[config.mk]
export PLATFORM = sky130hd
export DESIGN_NAME = mmcm_phaseshift_ctrl_flat
export DESIGN_NICKNAME = d
export VERILOG_FILES = /design/src/rtl/mmcm_ps_pkg.sv /design/src/rtl/mmcm_phaseshift_ctrl_if.sv /design/src/rtl/mmcm_phaseshift_ctrl.sv /design/src/flat_wrapper.sv
export SDC_FILE = /design/constraint.sdc
export NUM_CORES = 1
export LEC_CHECK = 0
export ABC_AREA = 1
export BUFFER_PORTS_ARGS = -buffer_cell sky130_fd_sc_hd__buf_2
export CAP_MARGIN = 20
export CORE_ASPECT_RATIO = 1.5
export CORE_UTILIZATION = 55
export CTS_CLUSTER_DIAMETER = 200
export CTS_CLUSTER_SIZE = 8
export DETAILED_ROUTE_END_ITERATION = 16
export GPL_ROUTABILITY_DRIVEN = 1
export PLACE_DENSITY = 0.89
export SLEW_MARGIN = 30
export SYNTH_ARGS = -nofsm -noshare
export SYNTH_HDL_FRONTEND = slang
export SYNTH_SLANG_ARGS = --single-unit
[constraint.sdc]
create_clock -name clk_usb -period 2.1 [get_ports clk_usb]
set_input_delay 0.21 -clock clk_usb [delete_from_list [all_inputs] [get_ports clk_usb]]
set_output_delay 0.21 -clock clk_usb [all_outputs]
set_load 0.03 [all_outputs]
[src/rtl/mmcm_ps_pkg.sv]
// Shared types and constants for the MMCM fine phase-shift controller.
package mmcm_ps_pkg;

    localparam int PHASE_W         = 9;
    localparam int DEFAULT_TIMEOUT = 64;

    typedef logic signed [PHASE_W-1:0] phase_t;
    typedef logic [1:0]                state_t;

    localparam state_t ST_IDLE = 2'd0;
    localparam state_t ST_CMP  = 2'd1;
    localparam state_t ST_WAIT = 2'd2;

    // Keeps the psdone timer at least one bit wide for degenerate timeouts.
    function automatic int timer_width(input int timeout);
        return (timeout > 1) ? $clog2(timeout) : 1;
    endfunction

endpackage

[src/rtl/mmcm_phaseshift_ctrl_if.sv]
// Register-side phase request and MMCM dynamic phase-shift port, bundled.
interface mmcm_phaseshift_ctrl_if;
    import mmcm_ps_pkg::*;

    phase_t value_i;
    logic   load_i;
    phase_t value_o;
    logic   done_o;
    logic   err_o;
    logic   psen_o;
    logic   psincdec_o;
    logic   psdone_i;
    logic   locked_i;

    modport slave (
        input  value_i, load_i, psdone_i, locked_i,
        output value_o, done_o, err_o, psen_o, psincdec_o
    );

    modport master (
        output value_i, load_i, psdone_i, locked_i,
        input  value_o, done_o, err_o, psen_o, psincdec_o
    );

endinterface

[src/rtl/mmcm_phaseshift_ctrl.sv]
// Walks the MMCM fine phase shift one step at a time toward a requested target,
// re-walking from zero after a loss of lock and flagging a missing psdone.
module mmcm_phaseshift_ctrl
    import mmcm_ps_pkg::*;
#(
    parameter phase_t pDEFAULT = '0,
    parameter int     pTIMEOUT = DEFAULT_TIMEOUT
) (
    input  logic                  clk_usb,
    input  logic                  reset_n,
    mmcm_phaseshift_ctrl_if.slave bus
);

    localparam int             TW         = timer_width(pTIMEOUT);
    localparam logic [TW-1:0]  TIMER_LAST = TW'(pTIMEOUT - 1);

    state_t         state;
    phase_t         target;
    phase_t         actual;
    logic [TW-1:0]  timer;
    logic           done;
    logic           err;
    logic           psen;
    logic           incdec;

    assign bus.value_o    = actual;
    assign bus.done_o     = done;
    assign bus.err_o      = err;
    assign bus.psen_o     = psen;
    assign bus.psincdec_o = incdec;

    always_ff @(posedge clk_usb) begin
        if (!reset_n) begin
            state  <= ST_CMP;
            target <= pDEFAULT;
            actual <= '0;
            timer  <= '0;
            done   <= 1'b0;
            err    <= 1'b0;
            psen   <= 1'b0;
            incdec <= 1'b0;
        end else begin
            psen <= 1'b0;

            if (bus.load_i) begin
                target <= bus.value_i;
                done   <= 1'b0;
                err    <= 1'b0;
            end

            // NOTE: several non-blocking assignments to one register in a block
            // are legal; the last one executed wins, which encodes priority here.
            if (!bus.locked_i) begin
                // An MMCM that lost lock resets, zeroing its applied phase.
                actual <= '0;
                done   <= 1'b0;
                state  <= ST_CMP;
            end else begin
                case (state)
                    ST_IDLE: begin
                        if (bus.load_i) state <= ST_CMP;
                    end

                    ST_CMP: begin
                        // A fresh load re-evaluates against the new target next cycle.
                        if (!bus.load_i) begin
                            if (actual == target) begin
                                done  <= 1'b1;
                                state <= ST_IDLE;
                            end else begin
                                psen   <= 1'b1;
                                incdec <= (target > actual);
                                timer  <= '0;
                                state  <= ST_WAIT;
                            end
                        end
                    end

                    ST_WAIT: begin
                        if (bus.psdone_i) begin
                            actual <= incdec ? actual + phase_t'(1) : actual - phase_t'(1);
                            state  <= ST_CMP;
                        end else if (timer == TIMER_LAST) begin
                            if (bus.load_i) begin
                                state <= ST_CMP;
                            end else begin
                                err   <= 1'b1;
                                done  <= 1'b1;
                                state <= ST_IDLE;
                            end
                        end else begin
                            timer <= timer + 1'b1;
                        end
                    end

                    default: state <= ST_CMP;
                endcase
            end
        end
    end

endmodule

[src/flat_wrapper.sv]
// flat-port wrapper written by rule: the top's interface ports become plain ports
module mmcm_phaseshift_ctrl_flat import mmcm_ps_pkg::*;
#(
    parameter phase_t pDEFAULT = '0,
    parameter int     pTIMEOUT = DEFAULT_TIMEOUT
)
  (clk_usb, reset_n, bus_value_i, bus_load_i, bus_psdone_i, bus_locked_i, bus_value_o, bus_done_o, bus_err_o, bus_psen_o, bus_psincdec_o);
  mmcm_phaseshift_ctrl_if bus_i ();
  input  logic clk_usb;
  input  logic reset_n;
  input wire logic [$bits(bus_i.value_i)-1:0] bus_value_i;
  input wire logic [$bits(bus_i.load_i)-1:0] bus_load_i;
  input wire logic [$bits(bus_i.psdone_i)-1:0] bus_psdone_i;
  input wire logic [$bits(bus_i.locked_i)-1:0] bus_locked_i;
  output wire logic [$bits(bus_i.value_o)-1:0] bus_value_o;
  output wire logic [$bits(bus_i.done_o)-1:0] bus_done_o;
  output wire logic [$bits(bus_i.err_o)-1:0] bus_err_o;
  output wire logic [$bits(bus_i.psen_o)-1:0] bus_psen_o;
  output wire logic [$bits(bus_i.psincdec_o)-1:0] bus_psincdec_o;
  assign bus_i.value_i = bus_value_i;
  assign bus_i.load_i = bus_load_i;
  assign bus_i.psdone_i = bus_psdone_i;
  assign bus_i.locked_i = bus_locked_i;
  assign bus_value_o = bus_i.value_o;
  assign bus_done_o = bus_i.done_o;
  assign bus_err_o = bus_i.err_o;
  assign bus_psen_o = bus_i.psen_o;
  assign bus_psincdec_o = bus_i.psincdec_o;
  mmcm_phaseshift_ctrl #(.pDEFAULT(pDEFAULT), .pTIMEOUT(pTIMEOUT)) u_core (.clk_usb(clk_usb), .reset_n(reset_n), .bus(bus_i));
endmodule
# [After elaboration in Yosys (flattened, before gate mapping)]
# Cells that the tools add are included.
[word_totals] regBits=30 elab_cells=62 output_inout_bits=13 inputBits=14
[classes] reduce_logical=8 n_addsub=3 eq_ne=10 bitwise=5 magnitude_cmp=1 mux=27
[ops] op="6-bit two-way mux" count=4
[ops] op="1-bit two-way mux" count=14
[ops] op="6-bit one-hot mux with 2 select lines" count=1
[ops] op="2-bit two-way mux" count=5
[ops] op="2-bit != test (second input constant)" count=5
[ops] op="9-bit by 2-bit adder with 9-bit output (second input constant)" count=1
[ops] op="9-bit equality test" count=1
[ops] op="9-bit greater-than comparator" count=1
[ops] op="9-bit two-way mux" count=1
[ops] op="9-bit by 2-bit subtractor with 9-bit output (second input constant)" count=1
[ops] op="6-bit by 1-bit adder with 6-bit output (second input constant)" count=1
[ops] op="6-bit equality test (second input constant)" count=1
[ops] op="2-bit one-hot mux with 3 select lines" count=1
[ops] op="6-bit AND reduction" count=1
[ops] op="1-bit NOT" count=5
[ops] op="2-bit AND reduction" count=2
[ops] op="4-bit AND reduction" count=1
[ops] op="4-bit OR reduction" count=1
[ops] op="3-bit by 2-bit != test with 1-bit output (second input constant)" count=1
[ops] op="3-bit AND reduction" count=1
[ops] op="2-bit by 1-bit equality test with 1-bit output (second input constant)" count=1
[ops] op="2-bit equality test (second input constant)" count=1
[ops] op="2-bit zero test" count=1
[ops] op="1-bit one-hot mux with 2 select lines" count=1
[ops] op="2-bit nonzero test" count=1

# [Depth between registers and ports, before layout]
# Gate-level depths: netlist of the first run.
[logic_depth] ltp_word=6 mapped_depth=11 ltp_nobuf=11

# [Worst setup path before layout of the first run]
# OpenSTA, ideal clock, no wires.
[synth_path] kind="register to register" startpoint="register u_core.incdec, in the netlist u_core.bus.psincdec_o" endpoint="register u_core.actual[5], in the netlist u_core.bus.value_o[5]" path_stages_with_launch=9 setup_time_ns=0.109 arrival_ns=1.758 path_buffers=0 synth_period_minus_slack_ns=1.866 slack_ns=0.234 required_ns=1.991 cell_sequence="dfxtp_1 -> inv_1 -> ha_1 -> nand2_1 -> or2_2 -> nand4_1 -> nand3_1 -> nand2_1 -> inv_1"
[synth_between] elab_chain_cells=1
[synth_rtl] item="from (decl)" line_no="mmcm_phaseshift_ctrl.sv:24" source="logic incdec;"
[synth_rtl] item="from (signal assigned)" line_no="mmcm_phaseshift_ctrl.sv:72" source="incdec <= (target > actual);"
[synth_rtl] item="9-bit two-way mux" line_no="mmcm_phaseshift_ctrl.sv:81" source="actual <= incdec ? actual + phase_t'(1) : actual - phase_t'(1);"
[synth_rtl] item="to (signal assigned)" line_no="mmcm_phaseshift_ctrl.sv:81"
[synth_rtl] item="to (decl)" line_no="mmcm_phaseshift_ctrl.sv:19" source="phase_t actual;"
# No other way between the ends.
# A chain may end at the register's enable or synchronous reset.

# [Worst setup path in the final report of the first run]
[layout_path] startpoint="register u_core.actual[0], in the netlist u_core.bus.value_o[0]" endpoint="register u_core.actual[4], in the netlist u_core.bus.value_o[4]"
[layout_between] elab_chain_cells=2 word_cells_on_any_way=3 cone_classes="2 x add/sub; 1 x mux"
[layout_rtl] item="9-bit by 2-bit subtractor with 9-bit output / 9-bit by 2-bit adder with 9-bit output (equally long branches)" line_no="mmcm_phaseshift_ctrl.sv:81"
[layout_rtl] item="9-bit two-way mux *" line_no="mmcm_phaseshift_ctrl.sv:81"
# Every way passes the cells marked *; elsewhere a longest branch is shown, timed or not.

==> results of run 1 <==
## state kept, by name, indices dropped and copies added (netlist names)
name	cells
u_core.bus.value_o	9
u_core.target	9
u_core.timer	6
u_core.state	2
u_core.bus.done_o	1
u_core.bus.err_o	1
u_core.bus.psen_o	1
u_core.bus.psincdec_o	1
## power groups by stage
stage | Clock [mW] | Sequential [mW] | Combinational [mW]
2_1_floorplan | 0 | 0.625 | 0.184
5_1_grt | 0.516 | 0.608 | 0.295
3_3_place_gp | 0 | 0.618 | 0.245
6_report | 0.485 | 0.606 | 0.255
3_5_place_dp | 0 | 0.619 | 0.253
4_1_cts | 0.493 | 0.606 | 0.254
## final timing paths
path                                      startpoint                            endpoint  cells after the start
hold / removal                        bus_value_i[1]       u_core.target[1]$_SDFFE_PN0P_                      3
hold reg to reg        u_core.target[0]$_SDFFE_PN0P_       u_core.target[0]$_SDFFE_PN0P_                      2
setup / recovery  u_core.bus.value_o[0]$_SDFFE_PN0P_  u_core.bus.value_o[4]$_SDFFE_PN0P_                     10
setup reg to reg  u_core.bus.value_o[0]$_SDFFE_PN0P_  u_core.bus.value_o[4]$_SDFFE_PN0P_                     10
## through the flow
step / instances / util (%) / setup slack (ns) / instance area, µm² / hold WS, ns
finish: 367 / 65.4 / 0.286 / 2230 / 0.149
floorplan: 294 / - / 0.234 / 1970 / 0.333
global placement: 359 / 62.7 / 0.322 / 2140 / 0.432
detailed placement: 359 / 62.7 / 0.286 / 2140 / 0.436
global route: 367 / 65.4 / 0.106 / 2230 / 0.154
CTS: 367 / 65.4 / 0.280 / 2230 / 0.148
## critical path, stage by stage (launching register included)
cell and delay (ns):
dfxtp_1 0.42, inv_1 0.12, fa_1 0.45, inv_1 0.09, nand3_1 0.06, nand2_1 0.13, inv_1 0.06, or2_2 0.27
nand3_1 0.07, nand2_1 0.06, inv_1 0.04
## cells by family after synthesis
kind of cell | share of synthesized area [%]
fa+ha+maj | 13.7
xor+xnor | 1.78
compound gates | 12.3
flops | 30.5
simple gates | 31.2
buf+inv | 10.5
## layer usage
layer  up-vias  track usage [%]
met5         -                0
met4         0             16.0
met3        10             6.87
met2        52             46.5
met1       905             26.7
li1       1004                -
## final cells by class
type / instances / area, µm² / share of cell area (%)
tap: 42 / 52.6 / 2.35
clock buffer: 7 / 86.3 / 3.86
inverter: 50 / 190 / 8.51
multi-input combinational: 210 / 1160 / 52.0
sequential: 30 / 601 / 26.9
timing repair buffer: 27 / 138 / 6.16
clock inverter: 1 / 5.00 / 0.224
## placed cells by master (no fill, tap or decap), drive strengths merged, types with 5 or more instances in the layout
master,synthesis,final
a21oi,26,26
buf,1,27
clkbuf,3,7
dfxtp,30,30
ha,20,20
inv,49,49
nand2,69,69
nand3,23,23
nand4,5,5
nor2,35,35
o21ai,16,16
==> results.sh, run 1 <==
export IMPL_ys_ff_latch=30
export IMPL_crit_path_start_kind="flip-flop"
export IMPL_die_width_um=50.9
export IMPL_grt_pass1_vias=1838
export IMPL_reg2reg_slack_ns=0.29
export IMPL_ir_drop_uv=503
export IMPL_setup_violations=0
export IMPL_worstPathArrival_ns=2.06
export IMPL_hold_viol=0
export IMPL_dp_hpwl_um=3330
export IMPL_synth_cells=294
export IMPL_avgSynthCellArea_um2=6.70
export IMPL_num_nets_final=359
export IMPL_cp_required_ns=2.34
export IMPL_cts_sinks=30
export IMPL_start_util_pct=57.7
export IMPL_dr_total_vias=1971
export IMPL_post_route_period_util_pct=86.4
export IMPL_hp_class="in2reg"
export IMPL_synth_fp_nets=329
export IMPL_cts_max_level=2
export IMPL_tightest_slew_ns=0.381
export IMPL_n_fill_cell=310
export IMPL_netlist_area_mm2=0.00197
export IMPL_highest_layer="met4"
export IMPL_status="finished clean"
export IMPL_synth_top_flop_cell="dfxtp_1"
export IMPL_power_switching_mw=0.397
export IMPL_diodes=0
export IMPL_rows=26
export IMPL_core_area_mm2=0.00342
export IMPL_drtIter0Drc=68
export IMPL_cap_violations=0
export IMPL_yosysMostFrequentCell="nand2_1"
export IMPL_met3_length_um=222
export IMPL_grt_ovfl_total=0
export IMPL_post_cts_buffers=0
export IMPL_ys_async_sr_fraction_pct=0
export IMPL_ant_nets=0
export IMPL_yosysTopAreaCell="dfxtp_1"
export IMPL_grt_max_degree=15
export IMPL_slew_viol_final=0
export IMPL_skew_ns=0.0112
export IMPL_maxSlewHeadroom_pct=74.6
export IMPL_drt_met1_wl_um=1780
export IMPL_first_pass_iters=5
export IMPL_rsz0062_at_grt="false"
export IMPL_ys_warnings_count=0
export IMPL_synth_area_leaders="dfxtp_1, ha_1, nand2_1"
export IMPL_finalSetupTns_ns=0
export IMPL_layout_min_cycle_time_ns=1.81
export IMPL_pwr_share_seq_pct=45.0
export IMPL_post_cts_resized=0
export IMPL_cts_hold_repair_buffers=0
export IMPL_powerDensity_mw_per_mm2=602
export IMPL_grtUsageTotal_pct=25.9
export IMPL_clk_pin_slew_ns=0.07
export IMPL_routabilityCongestion=0.865
export IMPL_fmax_mhz=551
export IMPL_areaGrowthSynthToFinish_pct=13.5
export IMPL_drive_above_1_share_pct=13.8
export IMPL_synth_distinct_cells=29
export IMPL_grt_pass1_wl_um=7440
export IMPL_routed_wl_um=4360
export IMPL_drc=0
export IMPL_combPwrFrac_pct=18.9
export IMPL_p_leak_nw=1.20
export IMPL_end_kind="flip-flop"
export IMPL_die_h_um=75.3
export IMPL_antenna_found_initial=0
export IMPL_p_total_mw=1.35
export IMPL_cp_max_fo=5
export IMPL_p_int_mw=0.949
export IMPL_portBuffers=26
export IMPL_wl_met2_um=2260
export IMPL_yosysSeqAreaShare_pct=30.5
export IMPL_synth_top_area_share_pct=30.5
export IMPL_synth_commonest_cells="nand2_1, inv_1, nor2_1"
export IMPL_wire_per_inst_um=11.9
export IMPL_die_area_mm2=0.00383
export IMPL_cts_tree="done"
export IMPL_cts_buffers_inserted=5
export IMPL_pin_count=27
export IMPL_clockBufferDepth=2
export IMPL_vias_per_cell=5.37
export IMPL_p_clk_share_pct=36.0
export IMPL_critical_path_class="reg2reg"
export IMPL_insertion_delay_ns=0.29
export IMPL_synth_edf_count=0
export IMPL_swShare_pct=29.5
export IMPL_cts_root_buf="clkbuf_8"
Note: power is estimated with default switching activity, not from simulation.
==> run 2, diff against run 1 <==
PLACE_DENSITY = 0.83   (was 0.89)
==> results.sh, run 2 (synthesis results as in run 1) <==
export IMPL_p_total_mw=1.45
export IMPL_cpPeakStageDelay_ns=0.41
export IMPL_slew_viol_final=0
export IMPL_r2r_start="u_core.bus.psincdec_o$_SDFFE_PN0P_"
export IMPL_stdcell_count=367
export IMPL_cts_max_level=2
export IMPL_reg2reg_depth=7
export IMPL_layout_min_cycle_time_ns=1.78
export IMPL_grt_pass1_vias=1698
export IMPL_min_path_cells=3
export IMPL_ir_drop_uv=552
export IMPL_pin_count=27
export IMPL_post_route_period_util_pct=85.0
export IMPL_dpl_cell_count=359
export IMPL_dr_total_vias=1898
export IMPL_ant_nets=0
export IMPL_fin_hold_ws_ns=0.142
export IMPL_antenna_found_initial=0
export IMPL_portBuffers=26
export IMPL_skew_ns=0.00513
export IMPL_setup_violations=0
export IMPL_die_h_um=75.3
export IMPL_crit_chain="inv_1 -> ha_1 -> a21oi_1 -> nand2_1 -> xor2_1 -> o21ai_0 -> inv_1"
export IMPL_routed_wl_um=4320
export IMPL_reg2reg_slack_ns=0.32
export IMPL_layout_common_cells="nand2_1, inv_1, nor2_1, dfxtp_1"
export IMPL_cap_violations=0
export IMPL_cts_hold_repair_buffers=0
export IMPL_critical_path_class="reg2reg"
export IMPL_fmax_mhz=560
export IMPL_hold_viol=0
export IMPL_wire_per_inst_um=11.8
export IMPL_diodes=0
export IMPL_finalSetupTns_ns=0
export IMPL_path_depth=7
export IMPL_post_cts_resized=0
export IMPL_end_kind="flip-flop"
export IMPL_cts_tree="done"
export IMPL_worst_path_max_delay_cell="dfxtp_1"
export IMPL_maxSlewHeadroom_pct=72.5
export IMPL_critPathBufInv=2
export IMPL_dp_hpwl_um=3410
export IMPL_cpMostUsedCell="inv_1"
export IMPL_drc=0
export IMPL_drtIter0Drc=35
export IMPL_first_pass_iters=4
export IMPL_rows=26
export IMPL_routabilityCongestion=0.898
export IMPL_powerDensity_mw_per_mm2=643
export IMPL_pre_cts_ws_ns=0.354
export IMPL_start_util_pct=57.7
export IMPL_grt_max_degree=15
export IMPL_cts_sinks=30
export IMPL_cp_max_fo=8
export IMPL_n_fill_cell=334
export IMPL_p_leak_nw=1.20
export IMPL_clk_pin_slew_ns=0.07
export IMPL_areaGrowthSynthToFinish_pct=14.6
export IMPL_num_nets_final=359
export IMPL_worstPathArrival_ns=1.97
export IMPL_min_from="bus_value_i[4]"
export IMPL_post_cts_buffers=0
export IMPL_cts_buffers_inserted=5
export IMPL_rsz0062_at_grt="false"
export IMPL_grt_pass1_wl_um=7150
export IMPL_die_area_mm2=0.00383
export IMPL_r2r_end="u_core.bus.value_o[3]$_SDFFE_PN0P_"
export IMPL_tightest_slew_ns=0.412
export IMPL_hp_class="in2reg"
export IMPL_grtUsageTotal_pct=25.5
export IMPL_clockBufferDepth=2
export IMPL_crit_path_start_kind="flip-flop"
export IMPL_cp_required_ns=2.28
export IMPL_cts_root_buf="clkbuf_8"
export IMPL_final_common_cell="nand2_1"
export IMPL_die_width_um=50.9
export IMPL_startpoint="u_core.bus.psincdec_o$_SDFFE_PN0P_"
export IMPL_min_to="u_core.target[4]$_SDFFE_PN0P_"
export IMPL_status="finished clean"
export IMPL_core_area_mm2=0.00342
export IMPL_vias_per_cell=5.17
export IMPL_grt_ovfl_total=0
export IMPL_insertion_delay_ns=0.29
export IMPL_path_delay_family="flip-flops"
export IMPL_drive_above_1_share_pct=14.2
export IMPL_fin_ws_ns=0.315
## run 2: changes by cell type in the layout (fill, tap and decap cells not counted)
cell and change:
clkbuf_8 -1, bufinv_16 +1, clkinv_2 -1, clkbuf_1 -1
clkinvlp_4 +2
## run 2: how the worst max path moves through the flow
stage,endpoint
2_1_floorplan,u_core.bus.value_o[5]$_SDFFE_PN0P_
3_3_place_gp,u_core.bus.value_o[5]$_SDFFE_PN0P_
3_5_place_dp,u_core.bus.value_o[7]$_SDFFE_PN0P_
4_1_cts,u_core.bus.value_o[3]$_SDFFE_PN0P_
5_1_grt,u_core.bus.value_o[3]$_SDFFE_PN0P_
6_report,u_core.bus.value_o[3]$_SDFFE_PN0P_
## run 2: area by class of cell
type | count | area [µm²] | area share, %
Multi-Input combinational cell | 210 | 1160 | 51.5
Tap cell | 42 | 52.6 | 2.33
Timing Repair Buffer | 27 | 138 | 6.10
Clock buffer | 5 | 68.8 | 3.05
Clock inverter | 3 | 45.0 | 2.00
Sequential cell | 30 | 601 | 26.6
Inverter | 50 | 190 | 8.43
## run 2: report_power, final
group / internal (mW) / switching (mW)
sequential: 0.591 / 0.0153
clock: 0.352 / 0.239
combinational: 0.0931 / 0.160
## run 2: through the flow
stage | area [µm²] | utilization [%]
floorplan | 1970 | -
global placement | 2140 | 62.7
detailed placement | 2140 | 62.7
CTS | 2260 | 66.1
global route | 2260 | 66.1
finish | 2260 | 66.1
## run 2: tightest hold or removal path: stages
cell	delay, ns
buf_2	0.07
nor2_1	0.03
nor2_1	0.08
## run 2: per-layer routing
metal / global-route usage, % / vias up / routed length [µm]
met5: 0 / - / 0
met4: 15.1 / 0 / 128
met3: 5.25 / 10 / 118
met2: 47.1 / 31 / 2290
met1: 26.2 / 854 / 1780
li1: - / 1003 / -
